File: config.mk
export PLATFORM = sky130hd
export DESIGN_NAME = seq_det_param
export DESIGN_NICKNAME = d
export VERILOG_FILES = /design/src/rtl/seq_det_param.sv
export SDC_FILE = /design/constraint.sdc
export NUM_CORES = 1
export LEC_CHECK = 0
export CORE_MARGIN = 3
export CORE_UTILIZATION = 52
export DETAILED_ROUTE_END_ITERATION = 8
export PLACE_DENSITY = 0.89
export SKIP_CTS_REPAIR_TIMING = 1
export SYNTH_ARGS = -nofsm -noshare
export SYNTH_HDL_FRONTEND = slang
export SYNTH_SLANG_ARGS = --single-unit
export TNS_END_PERCENT = 50
File: constraint.sdc
create_clock -name clk -period 3.2 [get_ports clk]
set_input_delay 0.32 -clock clk [delete_from_list [all_inputs] [get_ports clk]]
set_output_delay 0.32 -clock clk [all_outputs]
set_load 0.01 [all_outputs]
File: src/rtl/seq_det_param.sv
// rtl/seq_det_param.sv - runtime-configurable serial pattern detector with match counter
//
// Purpose: watches a qualified serial bit stream for a programmable pattern of
// 2..MAX_LEN bits. Each match is reported as a one-cycle registered Moore flag
// and counted in a saturating counter. Overlapping or non-overlapping matching
// is selectable at configuration time.
//
// Ports:
//   clk          rising-edge clock for all state
//   rst          synchronous, active-high reset
//   in_valid     qualifies in; the bit is only consumed when high
//   in           serial data bit
//   cfg_load     one-cycle strobe that loads cfg_pattern/cfg_len/cfg_overlap
//   cfg_pattern  new pattern; cfg_pattern[cfg_len-1] is the first bit received
//   cfg_len      new pattern length, legal range 2..MAX_LEN
//   cfg_overlap  1 = overlapping matches, 0 = non-overlapping
//   cnt_clr      synchronous clear of match_cnt (wins over a same-cycle hit)
//   out          registered match flag, high for the cycle after each hit
//   match_cnt    saturating count of hits
//   cfg_err      one-cycle pulse when a load is rejected for an illegal length

module seq_det_param #(
  parameter int                   MAX_LEN     = 8,
  parameter int                   CNT_W       = 8,
  parameter logic [MAX_LEN-1:0]   DEF_PATTERN = 8'b0000_1011,
  parameter int                   DEF_LEN     = 4,
  parameter bit                   DEF_OVERLAP = 1'b1,
  localparam int                  LEN_W       = $clog2(MAX_LEN + 1)
) (
  input  logic               clk,
  input  logic               rst,
  input  logic               in_valid,
  input  logic               in,
  input  logic               cfg_load,
  input  logic [MAX_LEN-1:0] cfg_pattern,
  input  logic [LEN_W-1:0]   cfg_len,
  input  logic               cfg_overlap,
  input  logic               cnt_clr,
  output logic               out,
  output logic [CNT_W-1:0]   match_cnt,
  output logic               cfg_err
);

  localparam logic [0:0] DETECT = 1'b0;
  localparam logic [0:0] MATCH  = 1'b1;

  logic [MAX_LEN-1:0] pat_q, pat_d;
  logic [LEN_W-1:0]   len_q, len_d;
  logic               ovl_q, ovl_d;
  logic [MAX_LEN-1:0] hist_q, hist_d;
  logic [LEN_W-1:0]   fill_q, fill_d;
  logic [0:0]         state_q, state_d;
  logic [CNT_W-1:0]   cnt_q, cnt_d;
  logic               err_q, err_d;

  logic [MAX_LEN-1:0] hist_shift;
  logic [LEN_W-1:0]   fill_inc;
  logic [MAX_LEN-1:0] len_mask;
  logic               cfg_ok;
  logic               hit;

  // Newest bit enters at the LSB so hist[len-1:0] lines up with pat[len-1:0].
  assign hist_shift = {hist_q[MAX_LEN-2:0], in};
  assign fill_inc   = (fill_q == LEN_W'(MAX_LEN)) ? fill_q : fill_q + LEN_W'(1);
  // Ones in the low len bits; history bits older than the pattern are ignored.
  assign len_mask   = ~({MAX_LEN{1'b1}} << len_q);
  assign cfg_ok     = (cfg_len >= LEN_W'(2)) && (cfg_len <= LEN_W'(MAX_LEN));

  always_comb begin
    pat_d   = pat_q;
    len_d   = len_q;
    ovl_d   = ovl_q;
    hist_d  = hist_q;
    fill_d  = fill_q;
    state_d = state_q;
    cnt_d   = cnt_q;
    err_d   = 1'b0;
    hit     = 1'b0;

    if (cfg_load && cfg_ok) begin
      // An accepted load restarts detection; any same-cycle bit is dropped.
      pat_d   = cfg_pattern;
      len_d   = cfg_len;
      ovl_d   = cfg_overlap;
      hist_d  = '0;
      fill_d  = '0;
      state_d = DETECT;
    end else begin
      // A rejected load only raises cfg_err; the bit path runs as usual.
      err_d = cfg_load;
      if (in_valid) begin
        hist_d = hist_shift;
        fill_d = fill_inc;
        if ((fill_inc >= len_q) && (((hist_shift ^ pat_q) & len_mask) == '0)) begin
          hit = 1'b1;
        end
        // Non-overlapping mode: the next match must be built from fresh bits.
        if (hit && !ovl_q) begin
          fill_d = '0;
        end
      end
      state_d = hit ? MATCH : DETECT;
    end

    if (cnt_clr) begin
      cnt_d = '0;
    end else if (hit && !(&cnt_q)) begin
      cnt_d = cnt_q + CNT_W'(1);
    end
  end

  always_ff @(posedge clk) begin
    if (rst) begin
      pat_q   <= DEF_PATTERN;
      len_q   <= LEN_W'(DEF_LEN);
      ovl_q   <= DEF_OVERLAP;
      hist_q  <= '0;
      fill_q  <= '0;
      state_q <= DETECT;
      cnt_q   <= '0;
      err_q   <= 1'b0;
    end else begin
      pat_q   <= pat_d;
      len_q   <= len_d;
      ovl_q   <= ovl_d;
      hist_q  <= hist_d;
      fill_q  <= fill_d;
      state_q <= state_d;
      cnt_q   <= cnt_d;
      err_q   <= err_d;
    end
  end

  assign out       = (state_q == MATCH);
  assign match_cnt = cnt_q;
  assign cfg_err   = err_q;

endmodule
## Word level (Yosys, flattened, before mapping)

Cells that the tools add are included.
Widths: inputs -> output; s select.

| operators by class | value |
|---|---|
| equal/unequal tests | 1 |
| reduce and logical (&&, ||, !) cells | 11 |
| shift-type cells | 1 |
| order comparisons | 3 |
| mux-type cells | 9 |
| bitwise logic cells | 3 |
| add/sub/neg operators | 2 |

Operators by type and width:

| cell | count |
|---|---|
| $add 8x1->8 const B | 1 |
| $and 8x8->8 | 1 |
| $logic_not 8->1 | 1 |
| $mux 4 | 2 |
| $not 8->8 | 1 |
| $reduce_and 8->1 | 1 |
| $shl 8x4->8 const A | 1 |
| $xor 8x8->8 | 1 |
| $mux 1 | 7 |
| $logic_and 1x1->1 | 5 |
| $add 4x1->4 const B | 1 |
| $eq 4x4->1 const B | 1 |
| $ge 4x2->1 const B | 1 |
| $ge 4x4->1 | 1 |
| $le 4x4->1 const B | 1 |
| $reduce_or 2->1 | 2 |
| $logic_not 1->1 | 2 |

| word-level totals | value |
|---|---|
| bits of input ports | 19 |
| output and inout bits | 10 |
| word-level logic and storage cells | 38 |
| register bits after elaboration | 34 |

## Logic depth before layout (Yosys ltp)

| depth | value |
|---|---|
| depth in word-level cells | 12 |
| mapped depth | 14 |

## Worst setup path before layout

No wires, ideal clock.

| timing path | value |
|---|---|
| path kind | flip-flop to flip-flop |
| start point | register fill_q[0] |
| end point | register cnt_q[0], in the netlist match_cnt[0] |
| setup time | 0.070 ns |
| stages on the path, launching flop included | 15 |
| arrival time | 2.812 ns |
| path slack | 0.318 ns |
| path buffers | 1 |
| clock period less this slack | 2.882 ns |
| cell sequence | dfxtp_1 inv_1 ha_1 nand2_1 or2_2 xnor2_1 inv_1 ha_1 nand2b_1 a2111oi_0 a2111oi_2 nand3_2 buf_2 or3_1 a21oi_1 |

| on the way | value |
|---|---|
| longest elaborated chain between the ends | 11 |
| elaborated cells on any way between the ends | 12 |
| classes of those cells | 1 x add/sub; 1 x order compare; 1 x eq/ne; 7 x mux; 2 x reduce/logical |

RTL lines:

| item | RTL line | RTL |
|---|---|---|
| start: declaration | 51 | `logic [LEN_W-1:0] fill_q, fill_d;` |
| start signal: assignment | 127 | `fill_q <= fill_d;` |
| $add 4x1->4 / $eq 4x4->1 (equally long branches) | 64 | `assign fill_inc = (fill_q == LEN_W'(MAX_LEN)) ? fill_q : fill_q + LEN_W'(1);` |
| $mux 4 (*) | 64 |  |
| $ge 4x4->1 (*) | 94 | `if ((fill_inc >= len_q) && (((hist_shift ^ pat_q) & len_mask) == '0)) begin` |
| $logic_and 1x1->1 (*) | 94 |  |
| $mux 1 (*) | 94 |  |
| $mux 1 (*) | 91 | `if (in_valid) begin` |
| $mux 1 (*) | 80 | `if (cfg_load && cfg_ok) begin` |
| $mux 1 (*) | 91 |  |
| $mux 1 (*) (2 in series) | 80 |  |
| $logic_and 1x1->1 (*) | 107 | `end else if (hit && !(&cnt_q)) begin` |
| end signal: assignment | 129 | `cnt_q <= cnt_d;` |
| end: declaration | 53 | `logic [CNT_W-1:0] cnt_q, cnt_d;` |

Every way passes the cells marked *; elsewhere a longest branch is shown, timed or not. The select of a mux whose other input is x is not followed.
A chain may end at the register's enable or synchronous reset.

## Worst setup path in the final report

| timing path | value |
|---|---|
| start point | register fill_q[0] |
| end point | register cnt_q[4], in the netlist match_cnt[4] |

The elaborated chain is that of the path after synthesis.

==> impl_metrics.csv <==
group,metric,value,unit
status,status,"complete, no violations",
drt,dr.pass1.iters,4,
logic_synthesis,synth_top_flop_cell,"dfxtp_1",
final_layout,final_nets,259,
clock_tree,clk_latency,0.34,ns
logic_synthesis,syn_nets,220,
worst_setup_path,critPathMaxFanout,5,
placement,dp_cells,267,
clock_tree,cts_tree,"done",
logic_synthesis,synth_common_cells,"34 x dfxtp_1, 28 x nor2_1, 14 x mux2i_1",
worst_setup_path,r2r_end,"match_cnt[4]$_SDFFE_PP0P_",
worst_setup_path,startpoint,"fill_q[0]$_SDFFE_PP0P_",
placement,dp.final_hpwl,2.85,mm
worst_setup_path,crit_end,"match_cnt[4]$_SDFFE_PP0P_",
placement,dpl_worst_slack,0.0154,ns
drt,drcViolationCount,0,
final_layout,register_area,681,um2
min_path,worstHoldPathType,"reg2reg",
logic_synthesis,async_flop_share,0,
clock_tree,cts_sinks,34,
final_layout,fin_cells,278,
final_layout,layout-drive-gt1-share,0.120,
timing,whs,0.493,ns
global_route,grt_pass1_vias,1394,
drt,wire_per_inst,13.7,um
die,dieWidth,63.9,um
logic_synthesis,netlist_area,1740,um2
drt,antenna_left,0,
clock_tree,htree_levels,2,
pwr,power.leakage,0.854,nW
worst_setup_path,required,3.49,ns
clock_tree,cts_made_buffers,5,
die,coreArea,3130,um2
timing,fin_crit_sh,0.928,
drt,finalWirelength,3.80,mm
flow_run,timing.max_cap.violations,0,
logic_synthesis,synthTopCellsByArea,"dfxtp_1 39%, mux2i_1 8.1%, nor2_1 6.0%, ha_1 5.0%, xnor2_1 4.0%",
worst_setup_path,r2r_slack,0.23,ns
global_route,grt_overflow_total,0,
worst_setup_path,crit_path_start_kind,"flip-flop",
global_route,grt_pass1_wl,6.25,mm
clock_tree,clk_pin_slew,0.10,ns
placement,io_buffers,28,
clock_tree,cts_root_buf,"clkbuf_4",
timing,layout_setup_ws,0.230,ns
timing,drv_slew,0,
logic_synthesis,synth_top_area_frac,0.391,
global_route,grt_antenna_before_repair,0,
clock_tree,clk_path_buf_depth,2,
timing,skew,0.00390,ns
die,ioPinCount,29,
timing,setup-violations-final,0,
die,placementRows,20,
pwr,power.share.clock,0.308,
logic_synthesis,yosysMostFrequentCell,"dfxtp_1",
global_route,grtUsageTotal,0.192,
die,fp.dieH,63.9,um
timing,tightest_slew,0.503,ns
final_layout,multi_input_area,1000,um2
placement,gp_congestion,0.852,
die,start_util,0.556,
worst_setup_path,cp-end-kind,"flip-flop",
logic_synthesis,yosysSeqAreaShare,0.391,
worst_setup_path,criticalPathCategory,"reg2reg",
logic_synthesis,synth_area_per_cell,8.97,um2
worst_setup_path,timing.rr.start,"fill_q[0]$_SDFFE_PP0P_",
pwr,powerDensity,374,nW/um2
drt,vias_per_cell,5.56,
pwr,pwr-share-comb,0.147,
die,die_area,4080,um2
logic_synthesis,syn_inst,194,
pwr,seqPwrFrac,0.545,
pwr,p_int,0.000607,W
logic_synthesis,synth_top_area_cell,"dfxtp_1",
worst_setup_path,r2r_cells,13,
logic_synthesis,ys_ff_latch,34,
logic_synthesis,yosysWarnings,0,
pwr,switching_share,0.261,
global_route,grt_max_degree,18,
timing,min_period,2.97,ns
timing,slew-limit-headroom,0.660,
logic_synthesis,synthDistinctLibCells,45,
timing,fmax,337,MHz
final_layout,antenna_cells,0,
worst_setup_path,cp.arrival,3.26,ns
pwr,irDropWorstVdd,0.000271,V
final_layout,final_util,0.703,
drt,vias,1547,
final_layout,fill_cells,235,
final_layout,syn2layout_area_growth,26.3,%
logic_synthesis,synth_edf_count,0,
timing,hold_viol_final,0,
drt,drt_iter0_markers,80,
pwr,switching_power,0.000214,W
## area by class of cell
type | instances | area share
multi-input cells | 142 | 0.456
flip-flops and latches | 34 | 0.310
repair buffers | 38 | 0.162
clock buffers | 7 | 0.0250
well taps | 44 | 0.0250
inverters | 12 | 0.0205
clock inverters | 1 | 0.00228
## cell families (layout without fill, tap and decap cells)
kind of cell | Yosys count | count (layout) | share of synthesized area
DFF | 34 | 34 | 0.391
AOI/OAI and AO/OA | 46 | 46 | 0.189
xor gates and xnor gates | 10 | 10 | 0.0503
adders and majority gates | 7 | 7 | 0.0503
muxes | 14 | 14 | 0.0805
buffers and inverters | 19 | 58 | 0.0438
and+or+nand+nor | 64 | 65 | 0.195
## critical path: stages (launching register included)
cell       delay (ns)
dfxtp_1          0.36
inv_2            0.09
ha_1             0.14
nand2_1          0.06
or2_2            0.30
xnor2_2          0.16
inv_1            0.06
ha_1             0.26
nand2b_1         0.11
a2111oi_2        0.08
a2111oi_2        0.39
nand3_2          0.22
or4_1            0.55
a21oi_1          0.15
## sequential cells by signal, indices dropped and copies added, names as in the netlist
name	flops
cfg_err	1
fill_q	4
hist_q	7
len_q	4
match_cnt	8
out	1
ovl_q	1
pat_q	8
## metrics by stage
step | instance area (um2) | TNS (ns) | power [W]
floorplan | 1740 | 0 | 0.000521
global placement | 2100 | 0 | 0.000566
detailed placement | 2100 | 0 | 0.000570
CTS | 2160 | -0.0324 | 0.000816
global route | 2200 | -0.00398 | 0.000858
finish | 2200 | 0 | 0.000821
## worst min path at each step
stage / slack (ns) / from / to / cells after the start
CTS: 0.50 / pat_q[1]$_SDFFE_PP1P_ / pat_q[1]$_SDFFE_PP1P_ / 1
global route: 0.52 / ovl_q$_SDFFE_PP1P_ / ovl_q$_SDFFE_PP1P_ / 1
global placement: 0.45 / ovl_q$_SDFFE_PP1P_ / ovl_q$_SDFFE_PP1P_ / 1
floorplan: 0.44 / ovl_q$_SDFFE_PP1P_ / ovl_q$_SDFFE_PP1P_ / 1
detailed placement: 0.47 / ovl_q$_SDFFE_PP1P_ / ovl_q$_SDFFE_PP1P_ / 1
finish: 0.49 / pat_q[1]$_SDFFE_PP1P_ / pat_q[1]$_SDFFE_PP1P_ / 1
## metal layers
layer | GRT usage | wire length [um] | vias to the layer above
li1 | - | - | 778
met1 | 0.246 | 1690 | 725
met2 | 0.314 | 1900 | 36
met3 | 0.0369 | 144 | 8
met4 | 0.0809 | 71 | 0
met5 | 0 | 0 | -
## placed cells by master (no fill, tap or decap), drive strengths merged, types with 2 or more instances in the layout
cell type | Yosys | final
o211ai | 2 | 2
a41oi | 2 | 2
or4 | 2 | 2
o31ai | 3 | 3
ha | 7 | 7
nand4 | 2 | 2
nand2 | 7 | 7
a2111oi | 2 | 2
clkdlybuf4s50 | 0 | 28
a211o | 4 | 4
mux2i | 14 | 14
nor3 | 4 | 4
or2 | 2 | 2
buf | 3 | 10
nor4 | 4 | 4
inv | 12 | 12
dfxtp | 34 | 34
a22o | 4 | 4
xnor2 | 8 | 8
o21ai | 10 | 10
nor4b | 2 | 2
nand2b | 3 | 3
a21oi | 9 | 9
nor2 | 28 | 28
nand3 | 5 | 6
a31oi | 2 | 2
clkbuf | 4 | 7
a211oi | 3 | 3
or3 | 2 | 2
xor2 | 2 | 2
o21a | 2 | 2
## power by group through the flow
stage	combinational, W	sequential [W]	clock, W
4_1_cts	0.000113	0.000448	0.000255
6_report	0.000121	0.000448	0.000253
2_1_floorplan	0.0000662	0.000455	0
3_5_place_dp	0.000113	0.000458	0
3_3_place_gp	0.000109	0.000457	0
5_1_grt	0.000132	0.000450	0.000275
No activity file was read; power rests on OpenSTA's default activity.
==> edit (config.mk and constraints unchanged) <==
Put one more register stage on the output `match_cnt`, cleared by the reset. The value now appears one clock later. The other outputs are not delayed to match. Comments in the files are not updated.
--- a/src/rtl/seq_det_param.sv
+++ b/src/rtl/seq_det_param.sv
@@ -134,3 +134,9 @@
   assign out       = (state_q == MATCH);
-  assign match_cnt = cnt_q;
+  always_ff @(posedge clk) begin
+    if (rst) begin
+      match_cnt <= '0;
+    end else begin
+      match_cnt <= cnt_q;
+    end
+  end
   assign cfg_err   = err_q;
Function: changed (Yosys sat finds a counterexample within 4 cycles, from zero or initial values and one cycle with rst high).
==> edit against the unedited design <==
Sequential share of layout area grew 3.9 points. Via count is 11% higher. Combinational power decreased by 3%. Setup slack better by 0.026 ns. Sequential cell count up 8. Power is 44% higher. Die area grew 10%. Cell area increased by 9.7%. Critical path depth shrank 1. Routed wire length increased by 7.9%. Synthesized area rose by 11%. Largest cell class unchanged. Highest routed layer unchanged.
==> edit: results (changes against the unedited design) <==
number of global-route vias before repair - 1519 (was 1394)
Seq/Total Area, Yosys - 43.4% (was 39.1%)
GRT Util Overall - 20.0% (was 19.2%)
post-DR wirelength/cell - 13.8 µm (was 13.7 µm)
Routed WL - 4100 µm (was 3800 µm)
leakage power - 0.906 nW (was 0.854 nW)
Placed Instances - 289 (was 267)
GP Congestion - 0.888 (was 0.852)
Slew @ Worst Pin - 0.575 ns (was 0.503 ns)
DR vias - 1717 (was 1547)
CTS root buf - clkbuf_8 (was clkbuf_4)
DRT antenna net count - 0 (unchanged)
Port-buffer cells - 28 (unchanged)
Synth Area per Inst - 8.76 µm² (was 8.97 µm²)
fin nets - 276 (was 259)
fraction of layout cells with a size suffix above 1 - 5.98% (was 12.0%)
status - finished, final reports clean (unchanged)
largest net degree at the start of global routing - 18 (unchanged)
Arrival @ worst endpoint - 3.11 ns (was 3.26 ns)
Setup WS pre-CTS - 0.244 ns (was 0.0154 ns)
top cells by area, synth - dfxtp_1 (43%), ha_1 (4.5%), nand2_1 (4.5%) (was dfxtp_1 (39%), mux2i_1 (8.1%), nor2_1 (6.0%))
CP Max Fanout - 15 (was 5)
first-pass GRT wire length - 6710 µm (was 6250 µm)
Primary FF master, synth - dfxtp_1 (unchanged)
Worst Skew - 0.00269 ns (was 0.00390 ns)
Psw - 0.254 mW (was 0.214 mW)
clk slew on worst S/H paths - 0.08 ns (was 0.10 ns)
hpwl dp - 2820 µm (was 2850 µm)
initial antenna violation count - 0 (unchanged)
Iter 0 DRT Violations - 103 (was 80)
Async SR Flop Fraction - 0% (unchanged)
synth unique cells - 41 (was 45)
top cells by count, synth - dfxtp_1 (42), nand2_1 (23), a21oi_1 (17), nor2_1 (16), inv_1 (11) (was dfxtp_1 (34), nor2_1 (28), mux2i_1 (14), inv_1 (12), a21oi_1 (9))
syn nets - 247 (was 220)
cts bufs inserted - 5 (unchanged)
maximum VDD drop - 324 µV (was 271 µV)
clk_lat worst skew - 0.29 ns (was 0.34 ns)
edit: cell count changes after synthesis, sizes merged, moves of 6 or more:
cell and change:
nor2 -12, dfxtp +8, mux2i -6, nor2b +7, nand2 +16, a21oi +8
edit: cell families after synthesis:
group,count (synthesis),share of synthesized area [%]
buffers and inverters,21,4.20
adders and majority gates,7,4.52
xor gates and xnor gates,11,4.97
AOI/OAI and AO/OA,49,16.7
DFF,42,43.4
and+or+nand+nor,83,22.0
muxes,8,4.13
edit: worst paths after layout:
check	startpoint	end	slack (ns)	cells after the start
min	pat_q[7]	pat_q[7]	0.48	2
min reg2reg	pat_q[7]	pat_q[7]	0.48	2
max reg2reg	fill_q[0]	cnt_q[7]	0.26	12
max	fill_q[0]	cnt_q[7]	0.26	12
edit: metal layers:
layer / share of wire [%] / global-route usage, % / vias up
met5: 0 / 0 / -
met4: 1.5 / 8.61 / 0
met3: 6.8 / 5.73 / 7
met2: 48 / 32.9 / 65
met1: 44 / 24.0 / 795
li1: - / - / 850
edit: layout make-up:
cell class / instances / area, µm²
clock buffer: 6 / 82.6
clock inverter: 2 / 60.1
fill: 285 / 1060
inverter: 11 / 41.3
multi-input combinational: 158 / 1020
sequential: 42 / 841
tap: 46 / 57.6
timing repair buffer: 32 / 310
edit: power by group through the flow:
stage / clock (mW) / sequential (mW) / combinational, mW
global route: 0.541 / 0.550 / 0.130
CTS: 0.516 / 0.548 / 0.116
global placement: 0 / 0.559 / 0.110
floorplan: 0 / 0.557 / 0.0696
detailed placement: 0 / 0.560 / 0.114
finish: 0.513 / 0.548 / 0.117
edit: metrics by stage:
step / instance area [µm²] / power (mW) / util (%)
floorplan: 1940 / 0.626 / -
global placement: 2260 / 0.669 / 65.3
detailed placement: 2260 / 0.673 / 65.3
CTS: 2410 / 1.18 / 69.4
global route: 2410 / 1.22 / 69.5
finish: 2410 / 1.18 / 69.5
edit: critical path, stage by stage (launching register included):
cell       delay [ns]
dfxtp_1          0.37
inv_1            0.10
ha_1             0.21
nand2_1          0.10
nor2_1           0.06
xnor2_1          0.13
ha_1             0.26
nand2b_1         0.09
a2111oi_0        0.12
or4b_4           0.64
buf_4            0.20
nor4b_1          0.39
a211oi_1         0.15
